File: src/rtl/frost32_mem_bridge_if.sv
// Bus bundle between the Frost32 memory-access port, the bridge and the word-wide RAM.
// The slave modport is the bridge's view; master is the CPU-plus-RAM side.
`timescale 1ns/1ps
interface frost32_mem_bridge_if #(
  parameter int MEM_ADDR_WIDTH = 14
);
  logic [31:0]               cpu_data_out;
  logic [31:0]               cpu_addr;
  logic                      cpu_access_type;
  logic [1:0]                cpu_access_size;
  logic                      cpu_req_mem_access;
  logic [31:0]               cpu_data_in;
  logic                      cpu_wait_for_mem;
  logic                      cpu_access_err;
  logic                      mem_en;
  logic                      mem_we;
  logic [3:0]                mem_be;
  logic [MEM_ADDR_WIDTH-1:0] mem_addr;
  logic [31:0]               mem_wdata;
  logic [31:0]               mem_rdata;

  modport slave (
    input  cpu_data_out, cpu_addr, cpu_access_type, cpu_access_size,
           cpu_req_mem_access, mem_rdata,
    output cpu_data_in, cpu_wait_for_mem, cpu_access_err,
           mem_en, mem_we, mem_be, mem_addr, mem_wdata
  );

  modport master (
    output cpu_data_out, cpu_addr, cpu_access_type, cpu_access_size,
           cpu_req_mem_access, mem_rdata,
    input  cpu_data_in, cpu_wait_for_mem, cpu_access_err,
           mem_en, mem_we, mem_be, mem_addr, mem_wdata
  );
endinterface

File: src/rtl/frost32_mem_bridge.sv
// Frost32 CPU memory port to single-port synchronous RAM: lane steering, alignment check, read-latency sequencing.
// Optional access statistics counters enabled by defining FROST32_MEM_BRIDGE_STATS_EN.
`timescale 1ns/1ps
module frost32_mem_bridge #(
  parameter int MEM_ADDR_WIDTH   = 14,
  parameter int MEM_READ_LATENCY = 1
) (
  input  logic clk,
  input  logic rst_n,
  frost32_mem_bridge_if.slave bus
`ifdef FROST32_MEM_BRIDGE_STATS_EN
  ,
  output logic [31:0] stat_reads,
  output logic [31:0] stat_writes,
  output logic [31:0] stat_errs,
  output logic [31:0] stat_stall_cycles
`endif
);

  typedef enum logic [1:0] {StIdle, StIssue, StWait, StDone} state_t;

  localparam logic [1:0] WaitLoad = 2'(MEM_READ_LATENCY - 1);

  state_t                    state_r, state_next_s;
  logic [1:0]                addr_lo_r;
  logic [1:0]                size_r;
  logic                      type_r;
  logic [1:0]                cnt_r;
  logic [31:0]               data_in_r;
  logic                      access_err_r;
  logic                      mem_en_r, mem_we_r;
  logic [3:0]                mem_be_r;
  logic [MEM_ADDR_WIDTH-1:0] mem_addr_r;
  logic [31:0]               mem_wdata_r;
  logic                      accept_s, bad_s, wait_s;
  logic                      unused_addr_s;

  function automatic logic misaligned(input logic [1:0] size, input logic [1:0] lo);
    case (size)
      2'd0:    return (lo != 2'd0);
      2'd1:    return lo[0];
      2'd2:    return 1'b0;
      default: return 1'b1;
    endcase
  endfunction

  function automatic logic [3:0] lane_mask(input logic [1:0] size, input logic [1:0] lo);
    case (size)
      2'd0:    return 4'b1111;
      2'd1:    return lo[1] ? 4'b1100 : 4'b0011;
      2'd2:    return 4'b0001 << lo;
      default: return 4'b0000;
    endcase
  endfunction

  function automatic logic [31:0] replicate(input logic [1:0] size, input logic [31:0] d);
    case (size)
      2'd0:    return d;
      2'd1:    return {2{d[15:0]}};
      2'd2:    return {4{d[7:0]}};
      default: return 32'h0000_0000;
    endcase
  endfunction

  // Little-endian extraction: lane k holds the byte at addr[1:0]=k, result zero-extended.
  function automatic logic [31:0] extract(input logic [1:0] size, input logic [1:0] lo,
                                          input logic [31:0] w);
    logic [31:0] sh;
    sh = w >> {lo, 3'b000};
    case (size)
      2'd0:    return w;
      2'd1:    return {16'h0000, sh[15:0]};
      2'd2:    return {24'h00_0000, sh[7:0]};
      default: return 32'h0000_0000;
    endcase
  endfunction

  assign accept_s      = (state_r == StIdle) && bus.cpu_req_mem_access;
  assign bad_s         = misaligned(bus.cpu_access_size, bus.cpu_addr[1:0]);
  assign wait_s        = accept_s || (state_r == StIssue) || (state_r == StWait);
  assign unused_addr_s = ^bus.cpu_addr[31:MEM_ADDR_WIDTH+2];

  // Next-state decode
  always_comb begin
    state_next_s = state_r;
    case (state_r)
      StIdle: begin
        if (bus.cpu_req_mem_access) state_next_s = bad_s ? StDone : StIssue;
        else                        state_next_s = StIdle;
      end
      StIssue: state_next_s = type_r ? StDone : StWait;
      StWait: begin
        if (cnt_r == 2'd0) state_next_s = StDone;
        else               state_next_s = StWait;
      end
      StDone:  state_next_s = StIdle;
      default: state_next_s = StIdle;
    endcase
  end

  // State register
  always_ff @(posedge clk or negedge rst_n) begin
    if (!rst_n) state_r <= StIdle;
    else        state_r <= state_next_s;
  end

  // Request capture and read-latency down-counter
  always_ff @(posedge clk or negedge rst_n) begin
    if (!rst_n) begin
      addr_lo_r <= 2'd0;
      size_r    <= 2'd0;
      type_r    <= 1'b0;
      cnt_r     <= 2'd0;
    end else begin
      if (accept_s) begin
        addr_lo_r <= bus.cpu_addr[1:0];
        size_r    <= bus.cpu_access_size;
        type_r    <= bus.cpu_access_type;
      end
      if (state_r == StIssue)                      cnt_r <= WaitLoad;
      else if (state_r == StWait && cnt_r != 2'd0) cnt_r <= cnt_r - 2'd1;
      else                                         cnt_r <= cnt_r;
    end
  end

  // RAM strobes are registered so they are high for exactly the StIssue cycle
  always_ff @(posedge clk or negedge rst_n) begin
    if (!rst_n) begin
      mem_en_r    <= 1'b0;
      mem_we_r    <= 1'b0;
      mem_be_r    <= 4'b0000;
      mem_addr_r  <= '0;
      mem_wdata_r <= 32'h0000_0000;
    end else begin
      mem_en_r <= (state_next_s == StIssue);
      mem_we_r <= (state_next_s == StIssue) && bus.cpu_access_type;
      if (state_next_s == StIssue && bus.cpu_access_type)
        mem_be_r <= lane_mask(bus.cpu_access_size, bus.cpu_addr[1:0]);
      else
        mem_be_r <= 4'b0000;
      if (accept_s) begin
        mem_addr_r  <= bus.cpu_addr[MEM_ADDR_WIDTH+1:2];
        mem_wdata_r <= replicate(bus.cpu_access_size, bus.cpu_data_out);
      end
    end
  end

  // Read data return and error pulse, both updated only on entry to StDone
  always_ff @(posedge clk or negedge rst_n) begin
    if (!rst_n) begin
      data_in_r    <= 32'h0000_0000;
      access_err_r <= 1'b0;
    end else begin
      access_err_r <= (state_r == StIdle) && (state_next_s == StDone);
      if (state_r == StWait && state_next_s == StDone)
        data_in_r <= extract(size_r, addr_lo_r, bus.mem_rdata);
      else if (state_r != StWait && state_r != StDone && state_next_s == StDone)
        data_in_r <= 32'h0000_0000;
      else
        data_in_r <= data_in_r;
    end
  end

  assign bus.cpu_data_in      = data_in_r;
  assign bus.cpu_wait_for_mem = wait_s;
  assign bus.cpu_access_err   = access_err_r;
  assign bus.mem_en           = mem_en_r;
  assign bus.mem_we           = mem_we_r;
  assign bus.mem_be           = mem_be_r;
  assign bus.mem_addr         = mem_addr_r;
  assign bus.mem_wdata        = mem_wdata_r;

`ifdef FROST32_MEM_BRIDGE_STATS_EN
  function automatic logic [31:0] sat_inc(input logic [31:0] v, input logic en);
    if (en && v != 32'hFFFF_FFFF) return v + 32'd1;
    else                          return v;
  endfunction

  // Saturating access statistics
  always_ff @(posedge clk or negedge rst_n) begin
    if (!rst_n) begin
      stat_reads        <= 32'h0000_0000;
      stat_writes       <= 32'h0000_0000;
      stat_errs         <= 32'h0000_0000;
      stat_stall_cycles <= 32'h0000_0000;
    end else begin
      stat_reads        <= sat_inc(stat_reads, state_r == StWait && state_next_s == StDone);
      stat_writes       <= sat_inc(stat_writes, state_r == StIssue && state_next_s == StDone);
      stat_errs         <= sat_inc(stat_errs, state_r == StIdle && state_next_s == StDone);
      stat_stall_cycles <= sat_inc(stat_stall_cycles, wait_s);
    end
  end
`endif

endmodule

File: src/flat_wrapper.sv
// flat-port wrapper written by rule: the top's interface ports become plain ports
module frost32_mem_bridge_flat 
#(
  parameter int MEM_ADDR_WIDTH   = 14,
  parameter int MEM_READ_LATENCY = 1
)
  (clk, rst_n, bus_cpu_data_out, bus_cpu_addr, bus_cpu_access_type, bus_cpu_access_size, bus_cpu_req_mem_access, bus_mem_rdata, bus_cpu_data_in, bus_cpu_wait_for_mem, bus_cpu_access_err, bus_mem_en, bus_mem_we, bus_mem_be, bus_mem_addr, bus_mem_wdata);
  frost32_mem_bridge_if #(.MEM_ADDR_WIDTH(MEM_ADDR_WIDTH)) bus_i ();
  input  logic clk;
  input  logic rst_n;
  input wire logic [$bits(bus_i.cpu_data_out)-1:0] bus_cpu_data_out;
  input wire logic [$bits(bus_i.cpu_addr)-1:0] bus_cpu_addr;
  input wire logic [$bits(bus_i.cpu_access_type)-1:0] bus_cpu_access_type;
  input wire logic [$bits(bus_i.cpu_access_size)-1:0] bus_cpu_access_size;
  input wire logic [$bits(bus_i.cpu_req_mem_access)-1:0] bus_cpu_req_mem_access;
  input wire logic [$bits(bus_i.mem_rdata)-1:0] bus_mem_rdata;
  output wire logic [$bits(bus_i.cpu_data_in)-1:0] bus_cpu_data_in;
  output wire logic [$bits(bus_i.cpu_wait_for_mem)-1:0] bus_cpu_wait_for_mem;
  output wire logic [$bits(bus_i.cpu_access_err)-1:0] bus_cpu_access_err;
  output wire logic [$bits(bus_i.mem_en)-1:0] bus_mem_en;
  output wire logic [$bits(bus_i.mem_we)-1:0] bus_mem_we;
  output wire logic [$bits(bus_i.mem_be)-1:0] bus_mem_be;
  output wire logic [$bits(bus_i.mem_addr)-1:0] bus_mem_addr;
  output wire logic [$bits(bus_i.mem_wdata)-1:0] bus_mem_wdata;
  assign bus_i.cpu_data_out = bus_cpu_data_out;
  assign bus_i.cpu_addr = bus_cpu_addr;
  assign bus_i.cpu_access_type = bus_cpu_access_type;
  assign bus_i.cpu_access_size = bus_cpu_access_size;
  assign bus_i.cpu_req_mem_access = bus_cpu_req_mem_access;
  assign bus_i.mem_rdata = bus_mem_rdata;
  assign bus_cpu_data_in = bus_i.cpu_data_in;
  assign bus_cpu_wait_for_mem = bus_i.cpu_wait_for_mem;
  assign bus_cpu_access_err = bus_i.cpu_access_err;
  assign bus_mem_en = bus_i.mem_en;
  assign bus_mem_we = bus_i.mem_we;
  assign bus_mem_be = bus_i.mem_be;
  assign bus_mem_addr = bus_i.mem_addr;
  assign bus_mem_wdata = bus_i.mem_wdata;
  frost32_mem_bridge #(.MEM_ADDR_WIDTH(MEM_ADDR_WIDTH), .MEM_READ_LATENCY(MEM_READ_LATENCY)) u_core (.clk(clk), .rst_n(rst_n), .bus(bus_i));
endmodule
File: config.mk
export PLATFORM = sky130hd
export DESIGN_NAME = frost32_mem_bridge_flat
export DESIGN_NICKNAME = d
export VERILOG_FILES = /design/src/rtl/frost32_mem_bridge_if.sv /design/src/rtl/frost32_mem_bridge.sv /design/src/flat_wrapper.sv
export SDC_FILE = /design/constraint.sdc
export NUM_CORES = 1
export LEC_CHECK = 0
export CAP_MARGIN = 20
export CELL_PAD_IN_SITES_DETAIL_PLACEMENT = 1
export CELL_PAD_IN_SITES_GLOBAL_PLACEMENT = 1
export CORE_AREA = 5 5 125 127
export CTS_CLUSTER_DIAMETER = 60
export DETAILED_ROUTE_END_ITERATION = 12
export DIE_AREA = 0 0 130 132
export PLACE_DENSITY_LB_ADDON = 0.1
export SLEW_MARGIN = 25
export SYNTH_ARGS = -nofsm -noshare
export SYNTH_HDL_FRONTEND = slang
export SYNTH_SLANG_ARGS = --single-unit
File: constraint.sdc
create_clock -name clk -period 2.4 [get_ports clk]
set_input_delay 0.6 -clock clk [delete_from_list [all_inputs] [get_ports clk]]
set_output_delay 0.6 -clock clk [all_outputs]
set_load 0.01 [all_outputs]
-- Word-level counts from Yosys, hierarchy flattened
Index checks and enable logic that the tools add are counted.
- eq/ne operators: 11
- shift-type cells: 2
- reductions and logical operators: 17
- mux-type cells: 15
- add/subtract/negate cells: 1
- operator list (cell ; count):
    $pmux W32 S3 ; 2
    $mux W32 ; 2
    $shr A32 B5 Y16 ; 1
    $pmux W4 S3 ; 1
    $eq A2 B2 Y1 const B ; 5
    $eq A2 B1 Y1 const B ; 4
    $logic_not A2 Y1 ; 4
    $mux W2 ; 4
    $mux W4 ; 2
    $pmux W2 S4 ; 1
    $reduce_bool A2 Y1 ; 4
    $logic_and A1 B1 Y1 ; 7
    $ne A2 B2 Y1 const B ; 2
    $shl A1 B2 Y4 const A ; 1
    $pmux W1 S3 ; 1
    $logic_or A1 B1 Y1 ; 2
    $mux W1 ; 2
    $sub A2 B1 Y2 const B ; 1
- bits of input ports: 102
- bits in registers: 94

-- Logic depth before layout (Yosys ltp)
- depth after elaboration: 9
- mapped depth: 10
- mapped depth without buffers: 8

-- Worst setup path before layout
No wires, ideal clock.
- path type: input to register
- start point: in bus_cpu_access_size[1]
- end point: reg u_core.data_in_r[2], in the netlist u_core.bus.cpu_data_in[2]
- arrival: 2.036 ns
- library setup time: 0.126 ns
- required time: 2.274 ns
- stages on the path: 8
- slack: 0.238 ns
- cell sequence: buf_6 > nor2b_4 > buf_6 > a211oi_2 > a21oi_2 > a211o_1 > buf_6 > a221o_1
- cells in the longest elaborated chain, start to end: 8
- RTL lines (what ; RTL line ; text):
    start, declared ; flat_wrapper.sv:14 ; input wire logic [$bits(bus_i.cpu_access_size)-1:0] bus_cpu_access_size;
    $eq A2 B2 Y1 (tied with other cells) ; frost32_mem_bridge.sv:39 ; case (size)
    $pmux W1 S3 (*) ; frost32_mem_bridge.sv:39 ;
    $mux W2 (*) (2 in a row) ; frost32_mem_bridge.sv:88 ; if (bus.cpu_req_mem_access) state_next_s = bad_s ? StDone : StIssue;
    $pmux W2 S4 (*) ; frost32_mem_bridge.sv:86 ; case (state_r)
    $eq A2 B2 Y1 (*) ; frost32_mem_bridge.sv:155, frost32_mem_bridge.sv:157 ;
    $logic_and A1 B1 Y1 (on tied branches) ; frost32_mem_bridge.sv:155, frost32_mem_bridge.sv:157 ;
    $mux W32 / $reduce_bool A2 Y1 (equally long branches) ; n/a ;
    end signal, assigned ; frost32_mem_bridge.sv:156 ; data_in_r <= extract(size_r, addr_lo_r, bus.mem_rdata);
    end signal, assigned ; frost32_mem_bridge.sv:160 ; data_in_r <= data_in_r;
    end, declared ; frost32_mem_bridge.sv:29 ; logic [31:0] data_in_r;
Mark *: on every way between the ends. The rest lies on a longest branch, timed or not.
A chain may end at the register's enable or synchronous reset.

-- Worst setup path after layout
- start point: in bus_cpu_access_size[0]
- end point: reg u_core.data_in_r[11], in the netlist u_core.bus.cpu_data_in[11]
Same word-level chain as after synthesis.

==> implementation parameters <==
Parameter                              Value

Run status
  Status    complete, no violations

Clock network
  CTS tree    built
  Number of buffers added to fix hold violations after cts    0
  Number of buffers on the longest clock path    2
  Cell at the root of the clock tree    sky130_fd_sc_hd__clkbuf_16
  H-tree depth reported by CTS    3
  CTS clock-pin slew for the worst setup and hold paths    0.07 ns
  TritonCTS buffer count    9
  Clock latency on the worst-skew pair    0.35 ns
  Clock Sink Count    94

Finish
  Antenna cell count    0
  Filler instances    1597
  Area of combinational cells with multiple inputs    1940 µm²
  Area overhead of the layout relative to synthesis    52.9%
  Final #Nets    740
  Sequential cell area    2350 µm²
  Share of post-route cells with drive strength above 1    10.4%

Yosys
  Async set-or-reset flop fraction in the synthesized netlist    100%
  Post-synthesis sequential element count    94
  Yosys cell types    42
  Xor and xnor fraction of the mapped netlist area    0.389%
  Post-Synthesis Net Count    561
  Fraction of synthesized area in multiplexers    6.92%
  Most frequently used flop master after synthesis    sky130_fd_sc_hd__dfrtp_1
  Synthesized area    about 4500 µm²
  Area fraction in and, or, nand and nor cells after synthesis    15.2%
  Average size of a mapped cell    ~9.9 µm²
  Dominant combinational cell family by area after synthesis    compound AO/OA/AOI/OAI gates
  Number of warning messages in the yosys log    0
  Post-Synth Adder-Cell Area    1.67%
  Post-synthesis sequential area ratio    52.3%
  Cells after synthesis    between 400 and 500
  Complex-gate fraction of the synthesized area    18.7%
  Number of flops mapped to enable cells by yosys    0

Floorplanning
  Number of rows created at floorplan    44
  Overall die height    132 µm
  Core area    14300 µm²
  DIE AREA    17200 µm²
  X dimension of the die    130 µm
  I/O pins    188
  Effective utilization at floorplan    31.4%

Drt
  Number of vias after detailed routing    4134
  ANT nets after route    0
  First-pass iteration count of the detailed router    4
  Remaining design rule violation count    0
  Vias per std cell    5.04
  Post-DR wirelength/cell    18.3 µm
  Violation count after the first detailed-routing iteration    about 180
  Overall routed net length    15000 µm

Setup path
  Critical Path, Cell by Cell    clkdlybuf4s50_1 > nand2b_1 > a211oi_2 > a21oi_2 > a211o_1 > buf_12 > a221o_1
  Slowest Stage Delay on Critical Path    0.49 ns
  Critical path class    in2reg
  Worst path arrival time    2.47 ns
  Critical path capture point type    flop
  Startpoint kind of the worst setup timing path    primary input
  Bufs and invs on worst path    2
  Req. time, crit path    2.62 ns
  CP Max Fanout    32
  R2R depth    10
  R2R setup slack    0.24 ns
  Reg2Reg Launch Point    u_core.state_r[1]
  Worst reg2reg path endpoint    u_core.bus.cpu_data_in[11]
  Gate family responsible for the most delay along the worst path    compound AO/OA/AOI/OAI gates
  Crit-path slowest cell    sky130_fd_sc_hd__clkdlybuf4s50_1

Placement
  Placer congestion estimate    ~0.81
  PortBufs    171
  Final HPWL DP    11400 µm

Hold path
  Worst hold path type    in2async

Run
  Maximum capacitance violations    0

Pwr
  Static Leak    3.03 nW
  Peak supply drop    435 µV
  Power Density    ~1200 nW/µm²

GRT
  Overall global routing resource usage    17.9%
  Pin count of the biggest net entering global routing    36
  Global-route track usage on met2    29.0%
  Wire length of the first global-routing pass    24500 µm
  Met1 track demand over resource    roughly 22%
  Grt peak-use layer    met2
  Met3 Track Usage GR    5.67%
  Via count of the first global-routing pass    4558
  Final global-route overflow total    0
  Number of antenna violations at the first check in global routing    1

Timing
  Minimum period implied by the final worst setup slack    2.25 ns
  Setup repair after global routing missed its margin    false
  Count of final hold-check violations    0
  Share of the clock period used by the worst path after layout    93.6%
  Final number of max-transition violations    0
  Max frequency    approximately 0.44 GHz
  Headroom to the max-slew limit    a little over a third
  Final TNS setup    0 ns
  Fin Hold WS    a little over 0.2 ns
  Skew final    0.00762 ns
  Setup-violating endpoint count in the final report    0
  Slew at the pin closest to its max-slew limit    0.943 ns
[metrics by stage]
stage	instance area [µm²]	setup slack (ns)	cells	power, mW	utilization, %
2_1_floorplan	4500	0.238	453	4.43	-
3_3_place_gp	6520	-0.181	803	6.40	45.6
3_5_place_dp	6520	-0.201	803	6.50	45.6
4_1_cts	6890	0.0397	821	8.19	48.1
5_1_grt	6880	0.0376	821	8.62	48.1
6_report	6880	0.153	821	8.06	48.1
[worst max-delay path by stage]
stage                                start                    endpoint  slack, ns  depth (start not counted)
floorplan           bus_cpu_access_size[1]   u_core.bus.cpu_data_in[2]       0.24                          8
global placement    bus_cpu_req_mem_access        bus_cpu_wait_for_mem      -0.18                          4
detailed placement  bus_cpu_access_size[0]  u_core.bus.cpu_data_in[11]      -0.20                          7
CTS                      u_core.state_r[0]        bus_cpu_wait_for_mem       0.04                          5
global route        bus_cpu_access_size[0]  u_core.bus.cpu_data_in[11]       0.04                          7
finish              bus_cpu_access_size[0]  u_core.bus.cpu_data_in[11]       0.15                          7
[placed cells by master (no fill, tap or decap), types with 4 or more instances in the layout]
cell                              count
sky130_fd_sc_hd__a22o_1              30
sky130_fd_sc_hd__o211ai_1             4
sky130_fd_sc_hd__o21ai_0             22
sky130_fd_sc_hd__inv_1               10
sky130_fd_sc_hd__nand2_1             78
sky130_fd_sc_hd__clkbuf_16            9
sky130_fd_sc_hd__mux2_2               5
sky130_fd_sc_hd__nor2b_1              5
sky130_fd_sc_hd__dfrtp_1             94
sky130_fd_sc_hd__nor4_1               6
sky130_fd_sc_hd__nor2_1              54
sky130_fd_sc_hd__a221o_1             12
sky130_fd_sc_hd__buf_4               29
sky130_fd_sc_hd__a21oi_1             27
sky130_fd_sc_hd__nor3_1               7
sky130_fd_sc_hd__mux2i_1             21
sky130_fd_sc_hd__a221oi_1             9
sky130_fd_sc_hd__clkdlybuf4s50_1    169
sky130_fd_sc_hd__ha_1                 4
[sequential cells by signal (all words and copies together) (netlist names), 2 cells and up]
register                count
u_core.bus.mem_wdata       32
u_core.cnt_r                2
u_core.bus.cpu_data_in     32
u_core.bus.mem_addr        14
u_core.size_r               2
u_core.addr_lo_r            2
u_core.bus.mem_be           4
u_core.state_r              2
[layout make-up]
type	instances	share of cell area, %
Tap cell	184	3.35
Timing Repair Buffer	202	28.7
Clock buffer	12	3.87
Inverter	12	0.655
Multi-Input combinational cell	313	28.1
Clock inverter	4	1.11
Sequential cell	94	34.2
[where the power goes]
part	switching (mW)	internal, mW	leakage, nW
clock	0.629	1.00	0.165
combinational	1.81	1.98	1.65
sequential	0.439	2.20	1.22
[what timing repair did]
item,4_1_cts,5_1_grt
endpoints found under the setup margin,1,1
buffers inserted,2,0
gates resized for setup,4,1
[synthesized netlist by cell type (2+ instances only)]
| library cell | count | share of area (%) |
|---|---|---|
| sky130_fd_sc_hd__a21oi_1 | 27 | 3.0 |
| sky130_fd_sc_hd__a221o_1 | 12 | 2.7 |
| sky130_fd_sc_hd__a221oi_1 | 9 | 1.8 |
| sky130_fd_sc_hd__a22o_1 | 30 | 5.8 |
| sky130_fd_sc_hd__a22oi_1 | 3 | 0.50 |
| sky130_fd_sc_hd__a31oi_1 | 2 | 0.28 |
| sky130_fd_sc_hd__buf_1 | 3 | 0.25 |
| sky130_fd_sc_hd__buf_2 | 6 | 0.67 |
| sky130_fd_sc_hd__buf_6 | 5 | 1.3 |
| sky130_fd_sc_hd__clkbuf_1 | 20 | 1.7 |
| sky130_fd_sc_hd__dfrtp_1 | 94 | 52 |
| sky130_fd_sc_hd__ha_1 | 6 | 1.7 |
| sky130_fd_sc_hd__inv_1 | 10 | 0.83 |
| sky130_fd_sc_hd__inv_2 | 2 | 0.17 |
| sky130_fd_sc_hd__mux2_2 | 5 | 1.3 |
| sky130_fd_sc_hd__mux2i_1 | 21 | 4.7 |
| sky130_fd_sc_hd__mux4_2 | 2 | 1.0 |
| sky130_fd_sc_hd__nand2_1 | 79 | 6.6 |
| sky130_fd_sc_hd__nand2b_1 | 2 | 0.28 |
| sky130_fd_sc_hd__nor2_1 | 54 | 4.5 |
| sky130_fd_sc_hd__nor2b_1 | 5 | 0.70 |
| sky130_fd_sc_hd__nor3_1 | 7 | 0.78 |
| sky130_fd_sc_hd__nor4_1 | 6 | 0.83 |
| sky130_fd_sc_hd__o211ai_1 | 4 | 0.67 |
| sky130_fd_sc_hd__o21ai_0 | 22 | 2.4 |
[worst reg2reg max path, delay by kind of cell (launching register included)]
kind / cells / cell delay, ns
adder cells (fa/ha/maj): 1 / 0.19
flip-flops: 1 / 0.39
AND/OR/NAND/NOR: 2 / 0.19
AO/OA/AOI/OAI: 3 / 0.73
buffers and inverters: 4 / 0.54
[metal layers]
layer | vias to the layer above | wire, µm
li1 | 1953 | -
met1 | 2020 | 6480
met2 | 138 | 6990
met3 | 21 | 1230
met4 | 2 | 316
met5 | - | 11
[cell families after synthesis]
family,Yosys count
buffers and inverters,46
adders and majority gates,6
xor gates and xnor gates,2
muxes,28
DFF,94
AOI/OAI and AO/OA,117
and+or+nand+nor,160
Power figures use the tool's default switching activity.
